File: src/rtl/id_decode_pipe.sv
// RV32I-style instruction decode stage: register file with write-back bypass and one output register stage.
// Define ID_LOAD_USE_STALL_EN to build in the load-use interlock.
module id_decode_pipe #(
  parameter int WORD_SIZE = 32,
  parameter int NUM_REGS  = 32,
  parameter int REG_SEL   = $clog2(NUM_REGS)
) (
  input  logic                 clk,
  input  logic                 rst,
  input  logic                 in_valid,
  output logic                 in_ready,
  input  logic [WORD_SIZE-1:0] in_instr,
  input  logic [WORD_SIZE-1:0] in_pc,
  input  logic                 wb_en,
  input  logic [REG_SEL-1:0]   wb_sel,
  input  logic [WORD_SIZE-1:0] wb_data,
  input  logic                 flush,
  output logic                 out_valid,
  input  logic                 out_ready,
  output logic [WORD_SIZE-1:0] out_pc,
  output logic [WORD_SIZE-1:0] out_rs1_data,
  output logic [WORD_SIZE-1:0] out_rs2_data,
  output logic [WORD_SIZE-1:0] out_immd,
  output logic [REG_SEL-1:0]   out_rd,
  output logic [3:0]           out_alu_op,
  output logic [2:0]           out_instr_type,
  output logic                 out_use_immd,
  output logic                 out_reg_write,
  output logic                 out_mem_read,
  output logic                 out_mem_write,
  output logic                 out_illegal
);
  localparam int STAGES = 1;

  typedef enum logic [2:0] {
    T_R = 3'd0, T_I = 3'd1, T_S = 3'd2, T_B = 3'd3, T_U = 3'd4, T_J = 3'd5, T_NOP = 3'd7
  } itype_e;

  localparam logic [3:0] ALU_ADD = 4'd0, ALU_SUB = 4'd1, ALU_SLL = 4'd2, ALU_SLT = 4'd3,
                         ALU_SLTU = 4'd4, ALU_XOR = 4'd5, ALU_SRL = 4'd6, ALU_SRA = 4'd7,
                         ALU_OR = 4'd8, ALU_AND = 4'd9, ALU_PASSB = 4'd10;

  typedef struct packed {
    logic [WORD_SIZE-1:0] pc;
    logic [WORD_SIZE-1:0] rs1_data;
    logic [WORD_SIZE-1:0] rs2_data;
    logic [WORD_SIZE-1:0] immd;
    logic [REG_SEL-1:0]   rd;
    logic [3:0]           alu_op;
    itype_e               itype;
    logic                 use_immd;
    logic                 reg_write;
    logic                 mem_read;
    logic                 mem_write;
    logic                 illegal;
  } dec_t;

  dec_t                 dec, out_q;
  logic [STAGES:1]      vld_pipe;
  logic [WORD_SIZE-1:0] rf [NUM_REGS];
  logic [4:0]           opc;
  logic [REG_SEL-1:0]   rs1, rs2;
  logic signed [31:0]   imm32;
  logic                 hazard, xfer;
  logic                 unused_opc_lsb;

  assign opc = in_instr[6:2];
  assign rs1 = in_instr[15 +: REG_SEL];
  assign rs2 = in_instr[20 +: REG_SEL];
  assign unused_opc_lsb = ^in_instr[1:0];

  // funct7[5] selects SUB only for register-register ops; shifts honour it in both forms
  function automatic logic [3:0] alu_fn(input logic [2:0] f3, input logic alt, input logic is_r);
    case (f3)
      3'd0:    alu_fn = (is_r && alt) ? ALU_SUB : ALU_ADD;
      3'd1:    alu_fn = ALU_SLL;
      3'd2:    alu_fn = ALU_SLT;
      3'd3:    alu_fn = ALU_SLTU;
      3'd4:    alu_fn = ALU_XOR;
      3'd5:    alu_fn = alt ? ALU_SRA : ALU_SRL;
      3'd6:    alu_fn = ALU_OR;
      default: alu_fn = ALU_AND;
    endcase
  endfunction

  function automatic logic [WORD_SIZE-1:0] rf_read(input logic [REG_SEL-1:0] sel);
    if (sel == '0)                     rf_read = '0;
    else if (wb_en && wb_sel == sel)   rf_read = wb_data;
    else                               rf_read = rf[sel];
  endfunction

  always_comb begin
    dec          = '0;
    dec.itype    = T_NOP;
    dec.illegal  = 1'b1;
    dec.alu_op   = ALU_ADD;
    imm32        = '0;
    case (opc)
      5'b01100: begin dec.itype = T_R; dec.alu_op = alu_fn(in_instr[14:12], in_instr[30], 1'b1); end
      5'b00100: begin
        dec.itype  = T_I;
        dec.alu_op = alu_fn(in_instr[14:12], in_instr[30], 1'b0);
        imm32      = {{20{in_instr[31]}}, in_instr[31:20]};
      end
      5'b00000: begin dec.itype = T_I; dec.mem_read = 1'b1; imm32 = {{20{in_instr[31]}}, in_instr[31:20]}; end
      5'b11001: begin dec.itype = T_I; imm32 = {{20{in_instr[31]}}, in_instr[31:20]}; end
      5'b01000: begin dec.itype = T_S; imm32 = {{20{in_instr[31]}}, in_instr[31:25], in_instr[11:7]}; end
      5'b11000: begin
        dec.itype  = T_B;
        dec.alu_op = ALU_SUB;
        imm32      = {{20{in_instr[31]}}, in_instr[7], in_instr[30:25], in_instr[11:8], 1'b0};
      end
      5'b01101: begin dec.itype = T_U; dec.alu_op = ALU_PASSB; imm32 = {in_instr[31:12], 12'b0}; end
      5'b00101: begin dec.itype = T_U; imm32 = {in_instr[31:12], 12'b0}; end
      5'b11011: begin
        dec.itype = T_J;
        imm32     = {{12{in_instr[31]}}, in_instr[19:12], in_instr[20], in_instr[30:21], 1'b0};
      end
      default: ;
    endcase
    if (dec.itype != T_NOP) dec.illegal = 1'b0;
    dec.pc        = in_pc;
    dec.rd        = in_instr[7 +: REG_SEL];
    dec.immd      = WORD_SIZE'(imm32);
    dec.use_immd  = dec.itype inside {T_I, T_S, T_U, T_J};
    dec.reg_write = (dec.itype inside {T_R, T_I, T_U, T_J}) && (dec.rd != '0);
    dec.mem_write = (dec.itype == T_S);
    dec.rs1_data  = rf_read(rs1);
    dec.rs2_data  = rf_read(rs2);
  end

`ifdef ID_LOAD_USE_STALL_EN
  logic rs1_used, rs2_used;
  assign rs1_used = dec.itype inside {T_R, T_I, T_S, T_B};
  assign rs2_used = dec.itype inside {T_R, T_S, T_B};
  // a load still sitting in the output stage has not produced its data yet
  assign hazard = vld_pipe[STAGES] & out_q.mem_read & (out_q.rd != '0) &
                  ((rs1_used & (rs1 == out_q.rd)) | (rs2_used & (rs2 == out_q.rd)));
`else
  assign hazard = 1'b0;
`endif

  assign in_ready = (!vld_pipe[STAGES] | out_ready) & !hazard & !flush;
  assign xfer     = in_valid & in_ready;

  always_ff @(posedge clk or negedge rst) begin
    if (!rst) begin
      for (int i = 0; i < NUM_REGS; i++) rf[i] <= '0;
    end else if (wb_en && wb_sel != '0) begin
      rf[wb_sel] <= wb_data;
    end
  end

  always_ff @(posedge clk or negedge rst) begin
    if (!rst) begin
      vld_pipe <= '0;
      out_q    <= '0;
    end else if (flush) begin
      vld_pipe <= '0;
    end else if (xfer) begin
      vld_pipe <= '1;
      out_q    <= dec;
    end else if (out_ready) begin
      vld_pipe <= '0;
    end
  end

  assign out_valid      = vld_pipe[STAGES];
  assign out_pc         = out_q.pc;
  assign out_rs1_data   = out_q.rs1_data;
  assign out_rs2_data   = out_q.rs2_data;
  assign out_immd       = out_q.immd;
  assign out_rd         = out_q.rd;
  assign out_alu_op     = out_q.alu_op;
  assign out_instr_type = out_q.itype;
  assign out_use_immd   = out_q.use_immd;
  assign out_reg_write  = out_q.reg_write;
  assign out_mem_read   = out_q.mem_read;
  assign out_mem_write  = out_q.mem_write;
  assign out_illegal    = out_q.illegal;
endmodule

File: config.mk
export PLATFORM = sky130hd
export DESIGN_NAME = id_decode_pipe
export DESIGN_NICKNAME = d
export VERILOG_FILES = /design/src/rtl/id_decode_pipe.sv
export SDC_FILE = /design/constraint.sdc
export NUM_CORES = 2
export LEC_CHECK = 0
export ABC_CLOCK_PERIOD_IN_PS = 2500
export BUFFER_PORTS_ARGS = -buffer_cell sky130_fd_sc_hd__buf_2
export CAP_MARGIN = 10
export CORE_AREA = 2 2 340 308
export CTS_CLUSTER_DIAMETER = 50
export DETAILED_ROUTE_END_ITERATION = 16
export DIE_AREA = 0 0 342 310
export PLACE_DENSITY = 0.78
export SLEW_MARGIN = 20
export SYNTH_ARGS = -nofsm -noshare
export SYNTH_HDL_FRONTEND = slang
export SYNTH_SLANG_ARGS = --single-unit
File: constraint.sdc
create_clock -name clk -period 2.5 [get_ports clk]
set_input_delay 0.125 -clock clk [delete_from_list [all_inputs] [get_ports clk]]
set_output_delay 0.125 -clock clk [all_outputs]
set_load 0.02 [all_outputs]
[Yosys cells after proc, flatten, opt, wreduce, memory -nomap -nowiden]
Cells that the tools add are included.
Operators by class
  bitwise gates (word level): 7
  $add $sub $neg: 0
  div/mod/pow operators: 0
  magnitude comparators: 4
  multiplexer cells: 25
  shift operators: 0
  multiply operators: 0
  reduce and logical (&&, ||, !) cells: 20
  eq/ne operators: 21
Operators by type and width (count)
  $bwmux W1024: 1
  $bmux W32 S5: 2
  $mux W32: 9
  $demux W32 S5: 1
  $pmux W32 S5: 1
  $pmux W4 S7: 2
  $ge A6 B6 Y1 const B: 3
  $not A5 Y6: 3
  $pmux W3 S6: 1
  $pmux W4 S4: 1
  $eq A3 B3 Y1 const B: 5
  $eq A5 B4 Y1 const B: 3
  $eq A5 B5 Y1 const B: 3
  $logic_not A5 Y1: 3
  $eq A5 B3 Y1 const B: 2
  $eq A5 B5 Y1: 2
  $reduce_bool A5 Y1: 2
  $eq A3 B2 Y1 const B: 3
  $reduce_bool A4 Y1: 2
  $mux W1: 7
  $eq A3 B1 Y1 const B: 2
  $logic_not A3 Y1: 2
  $lt A6 B1 Y1 const B: 1
  $logic_and A1 B1 Y1: 5
  other kinds (9): 11
Storage, ports and cells
  word-level logic and storage cells: 122
  input port bits: 107
  memories: 0
  bits in read-only memories: 0
  RAM bits: 0
  bits in registers: 1170
  latch bits: 0

[Depth between registers and ports, before layout]
  word-level depth: 6
  mapped depth: 9

[Worst setup path before layout]
Ideal clock, no wire load.
  path type: input port to flip-flop
  start point: in in_instr[16]
  end point: reg out_q (netlist bit out_rs1_data[30])
  setup slack: 617 ps
  cell stages on the path: 7
  data required time: 2377 ps
  arrival time: 1760 ps
  cell sequence: buf_2 buf_2 clkbuf_1 mux4_2 mux4_2 o21ai_1 o21ai_1
Between the ends
  longest elaborated chain between the ends: 6
  elaborated cells on any way between the ends: 9
RTL lines
  from (decl): line 12  | input logic [WORD_SIZE-1:0] in_instr,
  $not A5 Y6 (implied by the code): line 89  | else rf_read = rf[sel];
  $bmux W32 S5: line 89
  $mux W32 (implied by the code) (2 in series): line 89
  $mux W32: line 88  | else if (wb_en && wb_sel == sel) rf_read = wb_data;
  $mux W32 *: line 87  | if (sel == '0) rf_read = '0;
  to (signal assigned): line 157  | out_q <= '0;
  to (signal assigned): line 162  | out_q <= dec;
  to (decl): line 58  | dec_t dec, out_q;
Every way passes the cells marked *; elsewhere a longest branch is shown, timed or not. The select of a mux whose other input is x is not followed.
A chain may end at the register's enable or synchronous reset.

[Worst setup path in the final report]
  start point: reg vld_pipe (netlist: out_valid)
  end point: reg out_q (netlist bit out_rs2_data[29])
Between the ends
  longest elaborated chain between the ends: 5
RTL lines
  from (decl): line 59  | logic [STAGES:1] vld_pipe;
  from (signal assigned): line 156  | vld_pipe <= '0;
  from (signal assigned): line 159  | vld_pipe <= '0;
  from (signal assigned): line 161  | vld_pipe <= '1;
  $logic_not A1 Y1: line 143  | assign in_ready = (!vld_pipe[STAGES] | out_ready) & !hazard & !flush;
  $or A1 B1 Y1: line 143
  $and A1 B1 Y1: line 143
  $and A1 B1 Y1: line 144  | assign xfer = in_valid & in_ready;
  $reduce_and A2 Y1 (no source line)
Every way passes these cells.

==> impl_metrics.toml <==
[power]
pwr-share-seq = 0.447
comb_power_share = 0.199
p_sw_mw = 16.0
ir_drop_uv = 658
power_frac_clock = 0.354
leakagePower_nw = 31.1
powerDensity_nw_per_um2 = 805
swShare = 0.284
intPower_mw = 40.5

[worst_setup_path]
rrSetupSlack_ps = 300
crit_path_start = "out_valid"
rr_worst_depth = 6
worstSetupEndpointType = "flop"
critical_path.max_stage_delay_ps = 570
path_depth = 6
worstPathRequired_ps = 3190
crit_family = "simple AND/OR/NAND/NOR gates"
cp-start-kind = "flop"
crit_slowest_cell = "nor2_4"
critPathKind = "flop to flop"
path_cells = "nand2b_1 > nand3_4 > nor2_4 > buf_12 > o2111ai_1 > o21ai_1"
reg2reg_from = "out_valid"
cp_data_arrival_time_ps = 2890
crit_fanout = 22
cp-endpoint = "out_rs2_data[29]"
critPathBufInv = 1
reg2reg_to = "out_rs2_data[29]"

[timing]
post-route-period-util = 0.880
clock_skew_ps = 32.1
slew_viol_final = 0
hold_violations = 0
max_clock_freq_mhz = 455
setup_violations = 0
rsz0062_at_grt = "false"
timing.final.crit_period_ps = 2200
worstMarginPinSlew_ps = 856
tns_ps = 0
slew_headroom = 0.429

[floorplanning]
die_h_um = 310
row_count = 112
dieArea_sq_um = 106000
start_util = 0.593
io_pins = 254
coreArea_sq_um = 103000
die_width_um = 342

[global_routing]
globalRouteOverflowTotal = 0
grt.total_usage = 0.355
grt_max_degree = 146
grt_pass1_wl_mm = 281
grt_pass1_vias = 44141
antenna_found_initial = 10

[clocking]
post_cts_resized = 0
clock_sinks = 1170
cts_post_setup_buffers_inserted = 0
worstSkewPairLatency_ps = 780
htreeDepth = 4
cts_hold_buf = 91
clk_pin_slew_ps = 60
cts_buffers = 132
cts_tree = "built"
clock_path_buffers = 3
clk_root_buffer_cell = "clkbuf_16"

[routing]
ant_nets = 0
vias = 42536
totalWireLength_mm = 186
drc = 0
firstDrtPassIters = 6
wl_per_cell_um = 30.6
drt-initial-drc-count = 5034
routed_via_density = 7.01

[synth]
synth.most_common_cell = "dfrtp_1"
synth_edf_count = 0
yosys.area.top_type = "dfrtp_1"
synth_area_leaders = "dfrtp_1 48%, mux2_2 19%, mux4_2 15%"
synth_top_area_share = 0.480
avgSynthCellArea_sq_um = 13.9
ys_async_sr_fraction = 1.00
synth_nets = 4485
synth_common_cells = "1170 x dfrtp_1, 1020 x mux2_2, 418 x mux4_2"
ys_ff_latch = 1170
synth_cell_types = 55
synth_seq_area_share = 0.480
netlist_instances = 4378
synthesis.area_sq_um = 61000
ys.warnings.count = 0
synth_top_flop_cell = "dfrtp_1"

[status]
status = "finished clean"

[placement]
place.detailed.hpwl_mm = 113
place.gp.congestion = 0.891
dp_cells = 5732
portBuffers = 251

[run]
maxCapViolCount = 0

[finish]
drive_gt1_frac = 0.463
stdcell_count = 6072
area_growth_pct = 15.0
nFillCells = 6941
fin_nets = 4696

[min_path]
hp-class = "primary input to flop"
[layout make-up]
class | count | area, sq um | area share
antenna | 9 | 22.5 | 0.000321
clock buffer | 176 | 3690 | 0.0526
clock inverter | 64 | 772 | 0.0110
inverter | 6 | 22.5 | 0.000321
multi-input combinational | 2722 | 29900 | 0.426
sequential | 1170 | 29300 | 0.417
tap | 1368 | 1710 | 0.0244
timing repair buffer | 557 | 4800 | 0.0685
[routing by layer]
metal,share of wire,track usage,vias to the layer above
met1,0.39,0.476,22402
met3,0.10,0.0961,579
met5,0.00074,0,-
met2,0.46,0.543,2425
met4,0.052,0.174,6
li1,-,-,17124
[layout by cell type, fill, tap and decap left out, drive strengths merged, types with 36 or more instances in the layout]
| cell | n |
|---|---|
| a22o | 39 |
| nand4 | 36 |
| o21ai | 98 |
| a21oi | 48 |
| mux2 | 1056 |
| buf | 466 |
| mux2i | 225 |
| a22oi | 37 |
| nor2 | 62 |
| nor2b | 68 |
| nand3 | 40 |
| a211oi | 94 |
| mux4 | 418 |
| clkbuf | 177 |
| dfrtp | 1170 |
| o31ai | 36 |
| nand2 | 233 |
| dlygate4sd3 | 90 |
[logic make-up after synthesis]
family,after synthesis,synth area share
multiplexers,1699,0.386
flip-flops,1170,0.480
AO/OA/AOI/OAI,507,0.0586
AND/OR/NAND/NOR,506,0.0394
buffers and inverters,486,0.0347
XOR/XNOR,10,0.00144
[worst reg2reg max path: cells and delay by family (launching register included)]
family	cells	cell delay [ps]
buffers and inverters	1	330
AO/OA/AOI/OAI	2	450
AND/OR/NAND/NOR	3	960
flip-flops	1	390
[state kept, by name, summed over array words and instances (netlist names), 3 cells and up]
register,flops
out_alu_op,4
out_immd,32
out_instr_type,3
out_pc,32
out_rd,5
out_rs1_data,32
out_rs2_data,32
rf,1024
[power groups by stage]
| stage | logic (mW) | clock network (mW) | registers [mW] |
|---|---|---|---|
| after detailed placement | 11.0 | 0 | 25.4 |
| after global routing | 12.0 | 21.0 | 25.6 |
| after floorplan | 7.89 | 0 | 24.8 |
| final | 11.3 | 20.0 | 25.3 |
| after CTS | 11.2 | 20.1 | 25.1 |
| after global placement | 10.6 | 0 | 25.1 |
[worst min path at each step]
stage,start,cells after the start,slack (ps),to
2_1_floorplan,rst,0,-170,out_alu_op[0]
3_3_place_gp,rst,1,150,rf[118]
3_5_place_dp,rst,1,150,rf[118]
4_1_cts,wb_data[1],3,9,out_rs1_data[1]
5_1_grt,wb_data[1],3,60,out_rs1_data[1]
6_report,wb_data[1],3,60,out_rs1_data[1]
[stage by stage]
stage	power [mW]	area [sq um]	hold WS [ps]	util	setup slack [ps]
4_1_cts	56.5	70100	9.02	0.682	369
3_3_place_gp	35.8	64800	150	0.630	314
2_1_floorplan	32.6	61000	-171	-	617
3_5_place_dp	36.4	64800	148	0.630	246
5_1_grt	58.6	70200	57.6	0.682	276
6_report	56.5	70200	57.5	0.682	300
Note: power is estimated with default switching activity, not from simulation.
